File: src/rtl/uart_rx.sv
`default_nettype none
// ============================================================================
// Module   : uart_rx
// Function : 8N1 UART receiver with 16x oversampling, start-bit glitch
//            rejection and stop-bit framing check.
// Revision : 1.0 - initial release
// ============================================================================
module uart_rx #(
    parameter int CLK_HZ = 50_000_000,
    parameter int BAUD   = 115200
) (
    input  logic       clock50,
    input  logic       reset,
    input  logic       rx,
    output logic [7:0] data,
    output logic       valid,
    output logic       frame_err,
    output logic       busy
);

    localparam int TICK_DIV = (CLK_HZ + BAUD * 8) / (BAUD * 16);
    localparam int DIV_W    = $clog2(TICK_DIV + 1);
    localparam logic [DIV_W-1:0] DIV_LAST = DIV_W'(TICK_DIV - 1);

    typedef enum logic [2:0] {
        IDLE    = 3'd0,
        START   = 3'd1,
        DATA    = 3'd2,
        STOP    = 3'd3,
        WAIT_HI = 3'd4
    } state_t;

    state_t           state_q;
    logic             rx_meta_q;
    logic             rx_s_q;
    logic [DIV_W-1:0] div_q;
    logic [DIV_W-1:0] div_d;
    logic             tick;
    logic [3:0]       tick_cnt_q;
    logic [2:0]       bit_cnt_q;
    logic [7:0]       shift_q;

    assign tick  = (div_q == DIV_LAST);
    assign div_d = tick ? '0 : div_q + DIV_W'(1);
    assign busy  = (state_q != IDLE);

    always_ff @(posedge clock50 or posedge reset) begin
        if (reset) begin
            state_q    <= IDLE;
            rx_meta_q  <= 1'b1;
            rx_s_q     <= 1'b1;
            div_q      <= '0;
            tick_cnt_q <= 4'd0;
            bit_cnt_q  <= 3'd0;
            shift_q    <= 8'd0;
            data       <= 8'd0;
            valid      <= 1'b0;
            frame_err  <= 1'b0;
        end else begin
            rx_meta_q <= rx;
            rx_s_q    <= rx_meta_q;
            div_q     <= div_d;
            valid     <= 1'b0;
            frame_err <= 1'b0;

            case (state_q)
                IDLE: begin
                    if (!rx_s_q) begin
                        // Align the bit-phase grid to the detected falling edge
                        state_q    <= START;
                        div_q      <= '0;
                        tick_cnt_q <= 4'd0;
                    end
                end

                START: begin
                    if (tick) begin
                        if (tick_cnt_q == 4'd7) begin
                            tick_cnt_q <= 4'd0;
                            bit_cnt_q  <= 3'd0;
                            state_q    <= rx_s_q ? IDLE : DATA;
                        end else begin
                            tick_cnt_q <= tick_cnt_q + 4'd1;
                        end
                    end
                end

                DATA: begin
                    if (tick) begin
                        if (tick_cnt_q == 4'd15) begin
                            tick_cnt_q <= 4'd0;
                            shift_q    <= {rx_s_q, shift_q[7:1]};
                            bit_cnt_q  <= bit_cnt_q + 3'd1;
                            if (bit_cnt_q == 3'd7) begin
                                state_q <= STOP;
                            end
                        end else begin
                            tick_cnt_q <= tick_cnt_q + 4'd1;
                        end
                    end
                end

                STOP: begin
                    if (tick) begin
                        if (tick_cnt_q == 4'd15) begin
                            // Leave at mid stop bit so a back-to-back start edge is not missed
                            tick_cnt_q <= 4'd0;
                            if (rx_s_q) begin
                                data    <= shift_q;
                                valid   <= 1'b1;
                                state_q <= IDLE;
                            end else begin
                                frame_err <= 1'b1;
                                state_q   <= WAIT_HI;
                            end
                        end else begin
                            tick_cnt_q <= tick_cnt_q + 4'd1;
                        end
                    end
                end

                WAIT_HI: begin
                    if (rx_s_q) begin
                        state_q <= IDLE;
                    end
                end

                default: state_q <= IDLE;
            endcase
        end
    end

endmodule
`default_nettype wire

File: config.mk
export PLATFORM = sky130hd
export DESIGN_NAME = uart_rx
export DESIGN_NICKNAME = d
export VERILOG_FILES = /design/src/rtl/uart_rx.sv
export SDC_FILE = /design/constraint.sdc
export NUM_CORES = 1
export LEC_CHECK = 0
export CAP_MARGIN = 20
export CORE_ASPECT_RATIO = 1.4
export CORE_MARGIN = 1.5
export CORE_UTILIZATION = 51
export DETAILED_ROUTE_END_ITERATION = 8
export GPL_TIMING_DRIVEN = 0
export HOLD_SLACK_MARGIN = 0.03
export PLACE_DENSITY = 0.74
export SYNTH_ARGS = -nofsm -noshare
export SYNTH_HDL_FRONTEND = slang
export SYNTH_SLANG_ARGS = --single-unit
File: constraint.sdc
create_clock -name clock50 -period 1.7 [get_ports clock50]
set_input_delay 0.255 -clock clock50 [delete_from_list [all_inputs] [get_ports clock50]]
set_output_delay 0.255 -clock clock50 [all_outputs]
set_load 0.02 [all_outputs]
==> impl_results.md <==
* Flops & latches, synth at 35
* Die area at between 3000 and 4000 um^2
* Req. time, crit path at ~1.9 ns
* Grt ovf at 0
* Initial antenna violation count at 0
* TritonCTS Buffers at 5
* Cell Area, Placed at roughly 1900 um^2
* Synth-to-layout area growth at 29.08%
* Ys Warns at 0
* RSZ-0062 raised after global routing: yes
* Post-Synthesis Cells at around 130
* DR iter-0 viols at 17
* Vias at roughly 1.1k
* Worst slew pin tran at about 0.77 ns
* Post-route ant nets at 0
* Largest net degree at the start of global routing at 19
* CP Capture Type: register
* Power per cell area at between 700 and 800 nW/um^2
* Area of the core at slightly above 3000 um^2
* Min setup slack post-route at -0.03989 ns
* Final instance area at approximately 2100 um^2
* First-pass GRT wire length at 5168 um
* Crit path kind: register to register
* Clock Latency Late Sink at just under 0.3 ns
* Sequential area share after synthesis at around 53%
* Syn Nets at between 100 and 150
* Placement Rows at 24
* Finished Layout Cells at 199
* Share of cells above drive strength 1 at 35.00%
* Syn avg cell area at 13.25 um^2
* Asr flop ratio synth at 100.0%
* Die Y at approximately 70 um
* Period utilization at 102.3%
* Ys flop type: dfrtp_1
* Maximum clock frequency at between 500 and 600 MHz
* Final Hold Fails at 0
* Hold/Removal Path Class: register to register
* Vias in the first global route at approximately 1.1k
* Fillers at about 210
* H-tree depth at 2
* Clock Sink Count at 35
* I/O Buffers at 13
* Die width at just over 50 um
* Clk buf depth at 2
* I/O Pins at 14
* Status: complete, but fails checks
* Max cap viols at 0
* Area taken by multi-input logic gates at roughly 760 um^2
* CTS root buffer: clkbuf_8
* Router iterations before antenna repair at 4
* # nets final at between 150 and 200
* Peak supply drop at slightly below 0.7 mV
* Detailed-route wire length at just over 3000 um
* # setup viols final at 8
* GP Congestion at approximately 0.71
* Pleak at between 0.9 and 1 nW
* Failing checks: negative setup slack
* Critical path launch point type: register
* CTS tree: done
* FF/Latch Area at roughly 880 um^2
* Power Total at ~1.6 mW
* Final core utilization at 69.13%
* Number of enable flip-flop cells after synthesis at 0
* CTS Hold Bufs at 0
* Detailed placement HPWL at roughly 1900 um
* Crit Path Max Fanout at 8
* Fin crit period at 1.740 ns
* Syn Std Cell Area at ~1700 um^2
* Slew headroom at between 40% and 50%
* GRT Total Usage at 19.64%
* Clock slew at the register clock pins of the worst setup and hold paths at about 0.07 ns
* Vias per cell at between 5 and 6
* WL/cell at around 16 um
* Starting Density at 53.56%
* CP arrival at between 1.5 and 2 ns
* Placed Instances at 178
* Fin Setup TNS at -0.2820 ns
* Worst Skew at between 0.006 and 0.007 ns
* Netlist cell types at 40
* Max Slew Vio Count at 0
* Antenna cells at 0
* Remaining DRCs at 0
[cells by family (layout without fill, tap and decap cells)]
| group | count (synthesis) | count (layout) | share of synthesized area (%) |
|---|---|---|---|
| and+or+nand+nor | 36 | 37 | 14.50 |
| DFF | 35 | 35 | 53.02 |
| muxes | 19 | 19 | 14.43 |
| AOI/OAI and AO/OA | 14 | 14 | 7.553 |
| buffers and inverters | 12 | 46 | 4.606 |
| adders and majority gates | 5 | 5 | 3.776 |
| xor gates and xnor gates | 4 | 4 | 2.115 |
[layer usage]
metal / part of all wire, % / vias up / routed length (um) / track usage [%]
met4: 1.6 / 0 / 48 / 8.408
met5: 0 / - / 0 / 0
met1: 41 / 547 / 1280 / 25.29
li1: - / 512 / - / -
met2: 53 / 22 / 1646 / 30.01
met3: 3.6 / 6 / 111 / 6.410
[flip-flops by register name (all words and copies together) (netlist names)]
| signal | count |
|---|---|
| bit_cnt_q | 3 |
| data | 8 |
| div_q | 5 |
| frame_err | 1 |
| rx_meta_q | 1 |
| rx_s_q | 1 |
| shift_q | 8 |
| state_q | 3 |
| tick_cnt_q | 4 |
| valid | 1 |
[power by group]
| group | switching, mW | total, mW | internal (mW) | leakage [nW] |
|---|---|---|---|---|
| combinational | 0.0179 | 0.0287 | 0.0109 | 0.476 |
| clock | 0.286 | 0.760 | 0.474 | 0.0612 |
| sequential | 0.00526 | 0.842 | 0.837 | 0.457 |
[worst max-delay path, cell delays in order, from the launching register on]
cell	delay, ns
dfrtp_1	0.38
inv_1	0.06
ha_2	0.18
nand4b_4	0.14
nor3_4	0.16
and3b_2	0.26
buf_8	0.15
mux2_4	0.30
[Yosys cell counts (all sizes together) (2+ instances only)]
library cell,n,area share (%)
a211oi,2,0.91
a21oi,2,0.60
a22o,2,1.1
buf,5,3.0
dfrtp,33,50
dfstp,2,3.2
ha,5,3.8
inv,6,1.4
mux2,18,14
nand2,5,1.6
nand2b,2,0.76
nand3,7,2.4
nand4,2,1.7
nor2,12,2.7
nor3,2,1.3
nor3b,2,0.91
o22ai,2,0.76
xnor2,2,1.1
xor2,2,1.1
[path summary, 6_finish.rpt]
path | startpoint | endpoint | slack, ns | cells past startpoint
hold reg to reg | rx_meta_q | rx_s_q | 0.36 | 0
max in group asynchronous | reset | rx_meta_q | 0.66 | 3
setup / recovery | div_q[0] | shift_q[3] | -0.04 | 7
hold / removal | rx_meta_q | rx_s_q | 0.36 | 0
setup reg to reg | div_q[0] | shift_q[3] | -0.04 | 7
min in group asynchronous | reset | shift_q[5] | 0.41 | 2
[cell usage in the layout (no fill, tap or decap), types with 3 or more instances in the layout]
cell type and instances:
nand2_1 4, nand3_1 6, mux2_2 4, buf_4 13, mux2_1 5, nor2_1 10, dfrtp_1 33, mux2_4 9
clkdlybuf4s50_1 12, clkbuf_8 6, ha_1 3, inv_1 6, buf_6 3
[cell type report]
cell class              instances  share of cell area (%)
well taps                      39                   2.282
clock inverters                 2                   1.638
multi-input cells              79                   35.69
flip-flops and latches         35                   41.08
clock buffers                   6                   3.862
repair buffers                 27                   12.05
inverters                       6                   1.053
plain buffers                   5                   2.341
[timing repair]
item | in CTS | in global routing
buffers inserted | 8 | 5
endpoints found under the setup margin | 22 | 23
pin swaps | 4 | 4
gates resized for setup | 9 | 2
gates cloned | 1 | 0
[per-stage QoR]
step	hold WS, ns	setup slack [ns]
after detailed placement	0.3517	-0.2337
final	0.3594	-0.03989
after floorplan	0.2595	-0.1026
after CTS	0.3616	-0.07096
after global routing	0.3636	-0.09819
after global placement	0.3472	-0.2098
Note: power is estimated with default switching activity, not from simulation.
==> edit, RTL diff (config.mk and constraints unchanged) <==
Put one more register stage on the output `data`, with the module's reset. The value now appears one clock later. The other outputs are not delayed to match.
--- a/src/rtl/uart_rx.sv
+++ b/src/rtl/uart_rx.sv
@@ -32,2 +32,4 @@
 
+    logic [7:0] data_s0;
+
     state_t           state_q;
@@ -55,3 +57,3 @@
             shift_q    <= 8'd0;
-            data       <= 8'd0;
+            data_s0    <= 8'd0;
             valid      <= 1'b0;
@@ -108,3 +110,3 @@
                             if (rx_s_q) begin
-                                data    <= shift_q;
+                                data_s0 <= shift_q;
                                 valid   <= 1'b1;
@@ -132,2 +134,10 @@
 
+    always_ff @(posedge clock50 or posedge reset) begin
+        if (reset) begin
+            data <= '0;
+        end else begin
+            data <= data_s0;
+        end
+    end
+
 endmodule
Function: same outputs for any inputs over 10 cycles, from zero or initial values and one cycle with reset high; that may be too few to reach the edited logic, so the function may still have changed.
==> edit against the original RTL <==
Synthesized area is 10% higher. Sequential cell count is 8 higher. Wire length is 14% higher. Critical endpoint is now data_s0[1]. Cell area is 6.6% higher. Setup slack better by 0.050 ns. Largest power group unchanged. Largest cell class unchanged. Sequential share of layout area is 6.3 points higher. Total power is 7.9% higher. Die area is 9.6% higher. First-iteration DRC count is 94% higher.
==> edit: results (changes against the original RTL) <==
status finished clean; Area contributors post-synth dfrtp_1 56%, mux2_2 10%, ha_1 3.4%; Peak supply drop 0.810 mV (+19%); fraction of area in multi-input gates 33.6% (-2.0 points); Synthesized Nets 157 (+18%); DP Cell Count 202 (+13%); dpl hpwl 2130 microns (+13%); Non-clock buffering overhead 11.0% (-3.4 points); Worst Clk Skew 0.00430 ns (-0.00174 ns); worst-path maximum fanout 5 (-3); share of cells above drive strength 1 30.3% (-4.7 points); Non-clock buffers 29 (-9.4%); combinational power share 1.6% (-0.2 points); GR Layer Usage met3 4.88% (-1.5 points); min Tclk post-route 1.69 ns (-0.0498 ns); vias in the first global route 1,212 (+10%); sequential-to-total area share from yosys stat 59.1% (+6.1 points); R2R Setup Slk 0.01 ns (+0.05 ns); M1 GR Usage 25.9% (+0.61 points); RePlAce Congestion 0.864 (+21%); areal power density over the cells 772 nW/um^2 (+1.2%); reg2reg end data_s0[1]; Yosys cell types 35 (-13%); # clk buffers 7 (+1); sequential cell area share 47.4% (+6.3 points); WL met1 1450 microns (+13%); Routed WL 3520 microns (+14%); arrival time worst endpoint 1.87 ns (-0.04 ns); hold slack 0.359 ns (-0.000515 ns); first-pass GRT wire length 5780 microns (+12%); largest registers data (8), data_s0 (8), shift_q (8); vias 1,259 (+16%); total net switching power 0.359 mW (+16%); total global-route track usage 20.4% (+0.78 points); worst slack at placement -0.260 ns (-0.0263 ns); Global Route met2 Usage 33.1% (+3.0 points); switching share of power 20.4% (+1.5 points); Clock-cell share 4.56% (-0.94 points); Least-Margin Pin Slew 0.838 ns (+0.0709 ns); fill count 233 (+11%); FF+latch count, synth 43 (+23%); syn avg cell area 12.2 sq um (-7.6%); synth cell count leaders 41 x dfrtp_1, 17 x mux2_2, 15 x nor2_1; post-DR vias/cell 5.78 (+5.7%)
-- edit: cell count changes after synthesis, sizes merged, moves of 3 or more --
cell | unedited run | this run
nor2 | 12 | 15
nor3 | 2 | 5
o21ai | 0 | 3
dfrtp | 33 | 41
nor4 | 0 | 3
nand3 | 7 | 4
xor2 | 2 | 5
a21o | 0 | 3
nand2 | 5 | 8
-- edit: logic make-up (layout without fill, tap and decap cells) --
family | after synthesis | in the layout | share of synthesized area [%]
AOI/OAI and AO/OA | 17 | 17 | 6.31
buffers and inverters | 15 | 44 | 3.63
DFF | 43 | 43 | 59.1
and+or+nand+nor | 43 | 43 | 12.5
xor gates and xnor gates | 6 | 6 | 2.88
muxes | 20 | 20 | 12.1
adders and majority gates | 5 | 5 | 3.43
-- edit: repair_timing --
item / 4_1_cts / 5_1_grt
setup endpoints to repair: 23 / 23
setup buffers: 5 / 4
pin swaps: 3 / 3
cloned: 1 / 0
hold buffers: 0 / 0
hold endpoints to repair: 0 / 0
resized for setup: 21 / 13
